`src/rtl/seg_ascii_pkg.sv`:
```
// Shared constants, FSM state type and character formatting for the
// binary-to-ASCII digit converter feeding the 6-digit ASCII display driver.
package seg_ascii_pkg;

  localparam logic [7:0] CH_BLANK   = 8'd0;
  localparam logic [7:0] CH_ZERO    = 8'd48;
  localparam logic [7:0] CH_DASH    = 8'd45;
  localparam int         NUM_DIGITS = 6;
  localparam int         BCD_W      = 4 * NUM_DIGITS;

  typedef enum logic [1:0] {
    IDLE,
    SHIFT,
    FORMAT
  } state_t;

  // Maps packed BCD to display characters; digit 0 is never blanked so a
  // zero value still shows a single '0'.
  function automatic logic [NUM_DIGITS-1:0][7:0] format_chars(
    input logic [BCD_W-1:0] bcd,
    input logic             ovf,
    input logic             blank_lz
  );
    logic [NUM_DIGITS-1:0][7:0] chars;
    logic                       leading;
    logic [3:0]                 nibble;
    chars   = '0;
    leading = blank_lz;
    for (int i = NUM_DIGITS - 1; i >= 0; i--) begin
      nibble = bcd[4*i +: 4];
      if (ovf) begin
        chars[i] = CH_DASH;
      end else if (leading && (i != 0) && (nibble == 4'd0)) begin
        chars[i] = CH_BLANK;
      end else begin
        chars[i] = CH_ZERO + {4'd0, nibble};
        leading  = 1'b0;
      end
    end
    return chars;
  endfunction

endpackage

```
`src/rtl/bcd_add3.sv`:
```
// Double-dabble digit correction: adds 3 to a BCD nibble of 5 or more so the
// following left shift carries correctly into the next decimal digit.
module bcd_add3 (
  input  logic [3:0] nibble,
  output logic [3:0] adjusted
);

  assign adjusted = (nibble >= 4'd5) ? nibble + 4'd3 : nibble;

endmodule

```
`src/rtl/bin2ascii_digits.sv`:
```
// Sequential double-dabble converter: one input bit per clock, then one
// FORMAT cycle that registers all six ASCII characters at once.
module bin2ascii_digits
  import seg_ascii_pkg::*;
#(
  parameter int WIDTH    = 20,
  parameter bit BLANK_LZ = 1'b1,
  parameter int MAX_VAL  = 999999
) (
  input  logic             clk,
  input  logic             rst_n,
  input  logic             start,
  input  logic [WIDTH-1:0] value,
  output logic             busy,
  output logic             done,
  output logic [7:0]       char0,
  output logic [7:0]       char1,
  output logic [7:0]       char2,
  output logic [7:0]       char3,
  output logic [7:0]       char4,
  output logic [7:0]       char5
);

  localparam int CNT_W = $clog2(WIDTH + 1);

  state_t                     state;
  state_t                     state_next;
  logic                       load;
  logic                       shift_en;
  logic                       format_en;
  logic [WIDTH-1:0]           bin_reg;
  logic [BCD_W-1:0]           bcd_reg;
  logic [BCD_W-1:0]           bcd_adj;
  logic [CNT_W-1:0]           bit_cnt;
  logic                       ovf;
  logic [NUM_DIGITS-1:0][7:0] char_q;

  for (genvar i = 0; i < NUM_DIGITS; i++) begin : g_add3
    bcd_add3 u_add3 (
      .nibble   (bcd_reg[4*i +: 4]),
      .adjusted (bcd_adj[4*i +: 4])
    );
  end

  // NOTE: sequential state uses non-blocking assignments so every register
  // samples pre-edge values regardless of process ordering.
  always_ff @(posedge clk or negedge rst_n) begin
    if (!rst_n) state <= IDLE;
    else        state <= state_next;
  end

  // The done cycle is skipped for acceptance so a held start restarts one
  // cycle after done, giving the display a full cycle of stable characters.
  // NOTE: every always_comb output gets a default first, so no path can
  // leave a signal unassigned and infer a latch.
  always_comb begin
    state_next = state;
    load       = 1'b0;
    shift_en   = 1'b0;
    format_en  = 1'b0;
    unique case (state)
      IDLE: begin
        if (start && !done) begin
          load       = 1'b1;
          state_next = SHIFT;
        end
      end
      SHIFT: begin
        shift_en = 1'b1;
        if (bit_cnt == CNT_W'(WIDTH - 1)) state_next = FORMAT;
      end
      FORMAT: begin
        format_en  = 1'b1;
        state_next = IDLE;
      end
      default: state_next = IDLE;
    endcase
  end

  always_ff @(posedge clk or negedge rst_n) begin
    if (!rst_n) begin
      bin_reg <= '0;
      bcd_reg <= '0;
      bit_cnt <= '0;
      ovf     <= 1'b0;
    end else if (load) begin
      bin_reg <= value;
      bcd_reg <= '0;
      bit_cnt <= '0;
      ovf     <= (value > WIDTH'(MAX_VAL));
    end else if (shift_en) begin
      bin_reg <= {bin_reg[WIDTH-2:0], 1'b0};
      bcd_reg <= {bcd_adj[BCD_W-2:0], bin_reg[WIDTH-1]};
      bit_cnt <= bit_cnt + 1'b1;
      // A carry out of the top digit can only mean the value is too large.
      ovf     <= ovf | bcd_adj[BCD_W-1];
    end
  end

  always_ff @(posedge clk or negedge rst_n) begin
    if (!rst_n) begin
      done   <= 1'b0;
      char_q <= '0;
    end else begin
      done <= format_en;
      if (format_en) char_q <= format_chars(bcd_reg, ovf, BLANK_LZ);
    end
  end

  assign busy  = (state != IDLE);
  assign char0 = char_q[0];
  assign char1 = char_q[1];
  assign char2 = char_q[2];
  assign char3 = char_q[3];
  assign char4 = char_q[4];
  assign char5 = char_q[5];

endmodule

```
`config.mk`:
```
export PLATFORM = sky130hd
export DESIGN_NAME = bin2ascii_digits
export DESIGN_NICKNAME = d
export VERILOG_FILES = /design/src/rtl/seg_ascii_pkg.sv /design/src/rtl/bcd_add3.sv /design/src/rtl/bin2ascii_digits.sv
export SDC_FILE = /design/constraint.sdc
export NUM_CORES = 1
export LEC_CHECK = 0
export ABC_CLOCK_PERIOD_IN_PS = 2800
export CAP_MARGIN = 10
export CORE_MARGIN = 3
export CORE_UTILIZATION = 55
export CTS_BUF_LIST = sky130_fd_sc_hd__clkbuf_8
export CTS_CLUSTER_DIAMETER = 50
export DETAILED_ROUTE_END_ITERATION = 8
export PLACE_DENSITY_LB_ADDON = 0.1
export SETUP_SLACK_MARGIN = 0.2
export SYNTH_ARGS = -nofsm -noshare
export SYNTH_HDL_FRONTEND = slang
export SYNTH_HIERARCHICAL = 1
export SYNTH_SLANG_ARGS = --single-unit
```
`constraint.sdc`:
```
create_clock -name clk -period 2.8 [get_ports clk]
set_clock_uncertainty 0.15 [all_clocks]
set_input_delay 0.42 -clock clk [delete_from_list [all_inputs] [get_ports clk]]
set_output_delay 0.42 -clock clk [all_outputs]
set_load 0.01 [all_outputs]
```
=== Word level (Yosys, flattened, before mapping) ===
Cells that the tools add are included.

* $add $sub $neg: 13
* Order comparisons: 7
* Equality and inequality tests: 5
* Muxes and demuxes: 44
* Bitwise operators: 1
* Reduce and logical (&&, ||, !) cells: 15

{| class="wikitable"
|+ Operators with widths
! kind !! number
|-
| $mux 7 || 10
|-
| $mux 24 || 2
|-
| $add 6x4->7 const A || 6
|-
| $mux 20 || 2
|-
| $add 4x2->4 const B || 6
|-
| $ge 4x3->1 const B || 6
|-
| $mux 4 || 6
|-
| $gt 20x20->1 const B || 1
|-
| $logic_not 4->1 || 5
|-
| $mux 1 || 18
|-
| $mux 5 || 2
|-
| $mux 8 || 1
|-
| $add 5x1->5 const B || 1
|-
| $eq 5x5->1 const B || 1
|-
| $logic_and 1x1->1 || 5
|-
| $mux 2 || 2
|-
| $ne 2x2->1 const B || 2
|-
| $pmux 2 s2 || 1
|-
| $reduce_bool 2->1 || 2
|-
| $eq 2x1->1 const B || 1
|-
| $eq 2x2->1 const B || 1
|-
| $logic_not 2->1 || 1
|-
| $reduce_and 2->1 || 1
|-
| $logic_not 1->1 || 1
|-
| $or 1x1->1 || 1
|}

* Register bits after elaboration: 101
* Output and inout bits: 50

=== Depth between registers and ports, before layout ===
Gate-level depths: netlist of run 1.

* Depth after elaboration: 19
* Gate-level depth with buffers: 8
* Gate-level depth less buffers: 8

=== Cells and area by module ===
The synthesis of run 1 kept the hierarchy.

{| class="wikitable"
|+ Modules (own cells, without submodules)
! module !! instances !! cells an instance !! area each (µm²) !! seq. area each (µm²)
|-
| bin2ascii_digits || 1 || 403 || 3797.4 || 2227.1
|-
| bcd_add3 || 6 || 16 || 101.3 || 0.0
|}

=== Least setup slack after synthesis of run 1 ===
No wires, ideal clock.

* Kind: register to register
* Start point: register bcd_reg[23]
* End point: register char_q (netlist bit char1[5])
* Library setup time: 0.126 ns
* Arrival: 1.781 ns
* Required time: 2.524 ns
* Path slack: 0.743 ns
* Stages on the path, launching flop included: 4
* Period minus slack after synthesis: 2.057 ns
* Cells stage by stage: dfrtp_1 or4_4 or4_4 o32a_1

* Word-level cells in the longest chain between the ends: 19

{| class="wikitable"
|+ Ends and longest elaborated chain
! item !! RTL line !! RTL
|-
| from (decl) || bin2ascii_digits.sv:32 || <nowiki>logic [BCD_W-1:0] bcd_reg;</nowiki>
|-
| from (signal assigned) || bin2ascii_digits.sv:93 || <nowiki>bcd_reg <= {bcd_adj[BCD_W-2:0], bin_reg[WIDTH-1]};</nowiki>
|-
| $logic_not 4->1 (*) || seg_ascii_pkg.sv:33 || <nowiki>end else if (leading && (i != 0) && (nibble == 4'd0)) begin</nowiki>
|-
| $mux 1 (*) || seg_ascii_pkg.sv:33 ||
|-
| $mux 1 (*) || seg_ascii_pkg.sv:31 || <nowiki>if (ovf) begin</nowiki>
|-
| $mux 1 (*) || bin2ascii_digits.sv:106 || <nowiki>if (format_en) char_q <= format_chars(bcd_reg, ovf, BLANK_LZ);</nowiki>
|-
| $logic_and 1x1->1 || seg_ascii_pkg.sv:33 ||
|-
| $mux 1 || seg_ascii_pkg.sv:33 ||
|-
| $mux 1 (*) || seg_ascii_pkg.sv:31 ||
|-
| $mux 1 (*) || bin2ascii_digits.sv:106 ||
|-
| [3 not listed] || -- ||
|-
| $mux 1 (*) || bin2ascii_digits.sv:106 ||
|-
| $logic_and 1x1->1 || seg_ascii_pkg.sv:33 ||
|-
| $mux 1 || seg_ascii_pkg.sv:33 ||
|-
| $mux 1 (*) || seg_ascii_pkg.sv:31 ||
|-
| $mux 1 (*) || bin2ascii_digits.sv:106 ||
|-
| $logic_and 1x1->1 (*) || seg_ascii_pkg.sv:33 ||
|-
| $mux 7 (*) || seg_ascii_pkg.sv:33 ||
|-
| $mux 7 (*) || seg_ascii_pkg.sv:31 ||
|-
| to (signal assigned) || bin2ascii_digits.sv:106 ||
|-
| to (decl) || bin2ascii_digits.sv:36 || <nowiki>logic [NUM_DIGITS-1:0][7:0] char_q;</nowiki>
|}

Mark *: on every way between the ends. The rest lies on a longest branch, timed or not. The select of a mux whose other input is x is not followed.
A chain may end at the register's enable or synchronous reset.

=== Final worst setup path of run 1 ===
* Start point: register state[0]
* End point: output port busy

* Word-level cells in the longest chain between the ends: 1

{| class="wikitable"
|+ Ends and longest elaborated chain
! item !! RTL line !! RTL
|-
| from (decl) || bin2ascii_digits.sv:26 || <nowiki>state_t state;</nowiki>
|-
| from (signal assigned) || bin2ascii_digits.sv:49 || <nowiki>else state <= state_next;</nowiki>
|-
| $reduce_bool 2->1 || bin2ascii_digits.sv:110 || <nowiki>assign busy = (state != IDLE);</nowiki>
|-
| to (decl) || bin2ascii_digits.sv:14 || <nowiki>output logic busy,</nowiki>
|}

No other way between the ends.

==> flow_metrics.env, run 1 <==
export IMPL_outcome="complete, no violations"
export IMPL_htreeDepth=3
export IMPL_cts_buffers=9
export IMPL_largest_reg_flops=24
export IMPL_globalplace_congestion=0.790
export IMPL_synthToLayoutAreaGrowth_pct=20.7
export IMPL_clock_latency_ns=0.36
export IMPL_syn_area_um2=4410
export IMPL_wl_mm=9.23
export IMPL_design_area_um2=5320
export IMPL_initial_core_util_pct=56.7
export IMPL_min_period_ns=2.23
export IMPL_clock_root_buffer="clkbuf_8"
export IMPL_yosys_top_cells_area="dfrtp_1, nand2_1, nand3_1, o21ai_0, ha_1"
export IMPL_fp_dieW_um=95.5
export IMPL_slew_viol_final=0
export IMPL_worstHoldPathCells=2
export IMPL_grt_ovfl_total=0
export IMPL_drtIter0Drc=191
export IMPL_fillCellCount=638
export IMPL_post_dp_cell_area_um2=5040
export IMPL_chipHeight_um=95.5
export IMPL_worst_r2r_cell_count=3
export IMPL_ys_seq_area_share_pct=50.6
export IMPL_critical_path_arrival_ns=1.66
export IMPL_grt_pass1_wl_mm=15.9
export IMPL_die_area_um2=9120
export IMPL_wl_per_cell_um=14.0
export IMPL_drtPass1Iterations=5
export IMPL_worst_pin_slew_ns=0.966
export IMPL_fin_crit_sh_pct=79.6
export IMPL_cp_max_fo=10
export IMPL_leakagePower_uw=0.00251
export IMPL_relSlewSlack_pct=35.6
export IMPL_critPathMaxStageDelay_ns=0.50
export IMPL_p_per_area_nw_per_um2=1040
export IMPL_diodes=0
export IMPL_crit_type="reg2out"
export IMPL_grt_max_degree=52
export IMPL_ys_flop_type="dfrtp_1"
export IMPL_antenna_found_initial=0
export IMPL_drc=0
export IMPL_synth_top_area_cell="dfrtp_1"
export IMPL_hpwl_mm=6.10
export IMPL_seqCellArea_um2=2230
export IMPL_cts_sinks=89
export IMPL_crit_chain="or2_2 > clkdlybuf4s50_1"
export IMPL_ioPinCount=73
export IMPL_io_buffers=60
export IMPL_final_antenna_net_count=0
export IMPL_min_path_type="reg2reg"
export IMPL_cp_startpoint="state[0]"
export IMPL_setup_viol=0
export IMPL_synth_cell_types=40
export IMPL_syn_inst=499
export IMPL_cp_required_ns=2.23
export IMPL_rsz0062_at_grt="no"
export IMPL_coreArea_um2=7770
export IMPL_slowest_stage="dfrtp_1"
export IMPL_num_nets_final=586
export IMPL_num_vias=3579
export IMPL_cts_setup_buffers=0
export IMPL_synth_top_area_share_pct=50.6
export IMPL_viasPerCell=5.45
export IMPL_multiInputGateArea_um2=1980
export IMPL_cts_path_max_buffers=2
export IMPL_synth_seq_cells=89
export IMPL_drive_above_1_share_pct=7.39
export IMPL_cts_tree="built"
export IMPL_track_usage_pct=22.0
export IMPL_synth_area_per_cell_um2=8.83
export IMPL_ir_drop_v=0.000550
export IMPL_core_rowCount=32
export IMPL_grt_pass1_vias=3387
export IMPL_synth_edf_count=0
export IMPL_ys_warn_count=6
export IMPL_async_flop_share_pct=100
export IMPL_start_kind="register"
export IMPL_final_util_pct=68.5
export IMPL_total_power_uw=5530
export IMPL_reg2reg_from="bcd_reg[19]"
export IMPL_clk_transition_reported_paths_ns=0.09
export IMPL_hold_violations=0
export IMPL_tns_ns=0
export IMPL_cp_end_kind="primary output"
export IMPL_max_freq_mhz=449
export IMPL_drv_cap=0
export IMPL_hold_start="char5[3]"
cell type report:
class                   count  share of cell area [%]
clock buffers               9                    2.33
flip-flops and latches     89                    41.9
repair buffers             69                    12.6
inverters                  13                   0.917
well taps                 102                    2.40
multi-input cells         368                    37.3
clock inverters             7                    2.66
worst paths after layout:
kind / to / slack, ns
max: busy / 0.57
min: char5[3] / 0.32
max reg2reg: char1[5] / 0.63
min reg2reg: char5[3] / 0.32
max in group asynchronous: char2[4] / 1.43
min in group asynchronous: bcd_reg[23] / 0.41
cell usage in the layout (no fill, tap or decap), drive strengths merged, types with 4 or more instances in the layout:
cell type,count
a21oi,13
a22oi,19
buf,9
bufinv,4
clkbuf,9
clkdlybuf4s50,59
conb,12
dfrtp,89
ha,13
inv,14
mux2i,8
nand2,145
nand2b,20
nand3,49
nor2,11
o21ai,41
or4,7
xnor2,6
cell usage after synthesis (7+ instances only):
cell type / number
clkbuf_1: 20
buf_4: 12
nor2_1: 11
inv_1: 13
a22oi_1: 19
ha_1: 13
o21ai_0: 35
mux2i_1: 8
nand2b_1: 20
a21oi_1: 7
nand2_1: 145
nand3_1: 49
dfrtp_1: 89
per-layer routing:
layer / wire length (um) / GRT usage, % / share of wire [%]
met1: 3970 / 28.6 / 43
met2: 4710 / 37.6 / 51
met3: 465 / 5.37 / 5.0
met4: 82 / 4.50 / 0.89
met5: 0 / 0 / 0
cells by family (layout without fill, tap and decap cells):
kind of cell	count (synthesis)	after routing	share of synthesized area, %
and+or+nand+nor	250	250	26.1
muxes	8	8	1.82
adders and majority gates	13	13	3.69
xor gates and xnor gates	6	6	1.19
DFF	89	89	50.6
buffers and inverters	53	98	5.60
other	1	12	0.0851
AOI/OAI and AO/OA	79	79	11.0
per-stage QoR:
step                hold WS (ns)  worst slack, ns  instances
global placement           0.255            0.465        640
floorplan                -0.0256            0.743        510
global route               0.344            0.510        657
detailed placement         0.264            0.422        640
finish                     0.318            0.571        657
CTS                        0.326            0.559        657
power by group:
part           switching, uW  internal (uW)
sequential               447           1740
combinational           1220            970
clock                    468            684
total                   2140           3400
repair_timing:
item,4_1_cts,5_1_grt
gates resized for setup,0,0
endpoints found under the hold margin,34,0
endpoints found under the setup margin,0,0
hold buffers,1,0
worst max-delay path: cells and delay by family, from the launching register on:
| kind | cells | cell delay, ns |
|---|---|---|
| buffers and inverters | 1 | 0.49 |
| DFF | 1 | 0.50 |
| and+or+nand+nor | 1 | 0.32 |
(Power assumes the default switching activity.)
==> run 2: changes to the inputs <==
--- a/config.mk
+++ b/config.mk
@@ -5,10 +5,10 @@
 export SDC_FILE = /design/constraint.sdc
 export NUM_CORES = 1
 export LEC_CHECK = 0
-export ABC_CLOCK_PERIOD_IN_PS = 2800
+export ABC_CLOCK_PERIOD_IN_PS = 1980
 export CAP_MARGIN = 10
 export CORE_MARGIN = 3
-export CORE_UTILIZATION = 55
+export CORE_UTILIZATION = 50
 export CTS_BUF_LIST = sky130_fd_sc_hd__clkbuf_8
 export CTS_CLUSTER_DIAMETER = 50
 export DETAILED_ROUTE_END_ITERATION = 8
==> constraint.sdc (replaced) <==
create_clock -name clk -period 1.98 [get_ports clk]
set_clock_uncertainty 0.15 [all_clocks]
set_input_delay 0.297 -clock clk [delete_from_list [all_inputs] [get_ports clk]]
set_output_delay 0.297 -clock clk [all_outputs]
set_load 0.01 [all_outputs]
==> run 2 against run 1 <==
  * Largest cell class is now multi-input combinational cells
  * Critical endpoint is now char1[5]
  * Final cell count up 5.8%
  * Highest routed layer unchanged
  * Flip-flop and latch count unchanged
  * The run now ends with setup timing left
  * Sequential power up 37%
  * Routed wire length up 15%
==> flow_metrics.env, run 2 (synthesis gave the netlist of run 1 again) <==
export IMPL_cts_path_max_buffers=2
export IMPL_wl_mm=10.6
export IMPL_cts_sinks=89
export IMPL_drtIter0Drc=194
export IMPL_final_util_pct=72.6
export IMPL_cts_tree="built"
export IMPL_chipHeight_um=99.9
export IMPL_p_per_area_nw_per_um2=1500
export IMPL_setup_viol=1
export IMPL_cts_buffers=9
export IMPL_clk_transition_reported_paths_ns=0.10
export IMPL_layout_common_cells="nand2_1, dfrtp_1, clkdlybuf4s50_1, nand3_2, o21ai_0"
export IMPL_synthToLayoutAreaGrowth_pct=38.2
export IMPL_num_nets_final=621
export IMPL_initial_core_util_pct=52.6
export IMPL_mostFrequentLayoutCell="nand2_1"
export IMPL_worstHoldPathCells=3
export IMPL_drive_above_1_share_pct=22.7
export IMPL_reg2reg_from="bcd_reg[19]"
export IMPL_rsz0062_at_grt="yes"
export IMPL_globalplace_congestion=0.791
export IMPL_grt_ovfl_total=0
export IMPL_drtPass1Iterations=4
export IMPL_fin_ws_ns=-0.0515
export IMPL_wl_per_cell_um=15.2
export IMPL_htreeDepth=3
export IMPL_io_buffers=60
export IMPL_drv_cap=0
export IMPL_critical_path_arrival_ns=2.14
export IMPL_start_kind="register"
export IMPL_clock_latency_ns=0.36
export IMPL_coreArea_um2=8380
export IMPL_violations="setup timing"
export IMPL_slew_viol_final=0
export IMPL_largest_reg_flops=24
export IMPL_ir_drop_v=0.000771
export IMPL_worst_r2r_cell_count=3
export IMPL_cp_max_fo=3
export IMPL_viasPerCell=5.49
export IMPL_max_freq_mhz=492
export IMPL_fp_dieW_um=99.9
export IMPL_core_rowCount=33
export IMPL_hold_end="bin_reg[0]"
export IMPL_tns_ns=-0.0515
export IMPL_min_period_ns=2.03
export IMPL_drc=0
export IMPL_clock_root_buffer="clkbuf_8"
export IMPL_fin_crit_sh_pct=103
export IMPL_grt_pass1_vias=3582
export IMPL_ioPinCount=73
export IMPL_grt_pass1_wl_mm=17.1
export IMPL_cp_required_ns=2.09
export IMPL_crit_type="reg2reg"
export IMPL_min_path_type="in2reg"
export IMPL_hold_violations=0
export IMPL_grt_max_degree=90
export IMPL_die_area_um2=9970
export IMPL_worst_r2r_endpoint="char1[5]"
export IMPL_num_vias=3819
export IMPL_rrSetupSlack_ns=-0.05
export IMPL_final_antenna_net_count=0
export IMPL_antenna_found_initial=0
export IMPL_outcome="finished, violations left"
export IMPL_track_usage_pct=21.0
export IMPL_hold_start="value[0]"
export IMPL_leakagePower_uw=0.00281
export IMPL_hpwl_mm=6.24
export IMPL_cp_end_kind="register"
export IMPL_diodes=0
==> run 2: how the worst max path moves through the flow <==
| stage | startpoint | end | slack (ns) | depth (start not counted) |
|---|---|---|---|---|
| 6_report | bcd_reg[19] | char1[5] | -0.05 | 3 |
| 5_1_grt | bcd_reg[18] | char1[5] | -0.08 | 3 |
| 4_1_cts | bcd_reg[19] | char1[5] | -0.05 | 3 |
| 3_5_place_dp | bcd_reg[21] | char1[5] | -0.04 | 3 |
| 3_3_place_gp | bcd_reg[21] | char1[5] | -0.02 | 3 |
| 2_1_floorplan | bcd_reg[22] | char1[5] | -0.06 | 3 |
==> run 2: layout make-up <==
class | instances | area (um2)
clock buffer | 9 | 124
clock inverter | 7 | 166
fill | 611 | 2290
inverter | 13 | 51.3
multi-input combinational | 370 | 2330
sequential | 89 | 2230
tap | 105 | 131
timing repair buffer | 102 | 1060
==> run 2: power breakdown <==
group	leakage (uW)	switching, uW	internal [uW]	total (uW)
combinational	0.00162	2340	2010	4350
sequential	0.00105	526	2470	2990
clock	0.000140	675	1100	1770
total	0.00281	3540	5570	9110
==> run 2: metal layers <==
metal / global-route usage (%) / part of all wire, % / vias to the layer above
met5: 0 / 0 / -
met4: 7.14 / 1.6 / 0
met3: 2.85 / 4.6 / 16
met2: 34.4 / 49 / 102
met1: 28.9 / 45 / 1862
li1: - / - / 1839
==> run 2: through the flow <==
| stage | area (um2) | std cells | power, uW | hold slack (ns) | setup WS, ns |
|---|---|---|---|---|---|
| 3_5_place_dp | 5270 | 666 | 6570 | 0.229 | -0.0407 |
| 2_1_floorplan | 4480 | 510 | 5290 | -0.149 | -0.0586 |
| 6_report | 6090 | 695 | 9110 | 0.318 | -0.0515 |
| 4_1_cts | 5690 | 687 | 8520 | 0.297 | -0.0460 |
| 5_1_grt | 6090 | 695 | 9770 | 0.328 | -0.0832 |
| 3_3_place_gp | 5270 | 666 | 6430 | 0.229 | -0.0196 |
==> run 2: what timing repair did <==
item                                    4_1_cts  5_1_grt
hold buffers                                  1        0
gates cloned                                  3        4
resized for setup                            19       71
endpoints found under the setup margin       13       57
pin swaps                                     4       64
buffers inserted                              1        4
hold endpoints to repair                     89        0
==> run 2: critical path, stage by stage (launching register included) <==
cell and delay, ns:
dfrtp_1 0.38, or4_4 0.54, or4_4 0.55, o32a_1 0.30
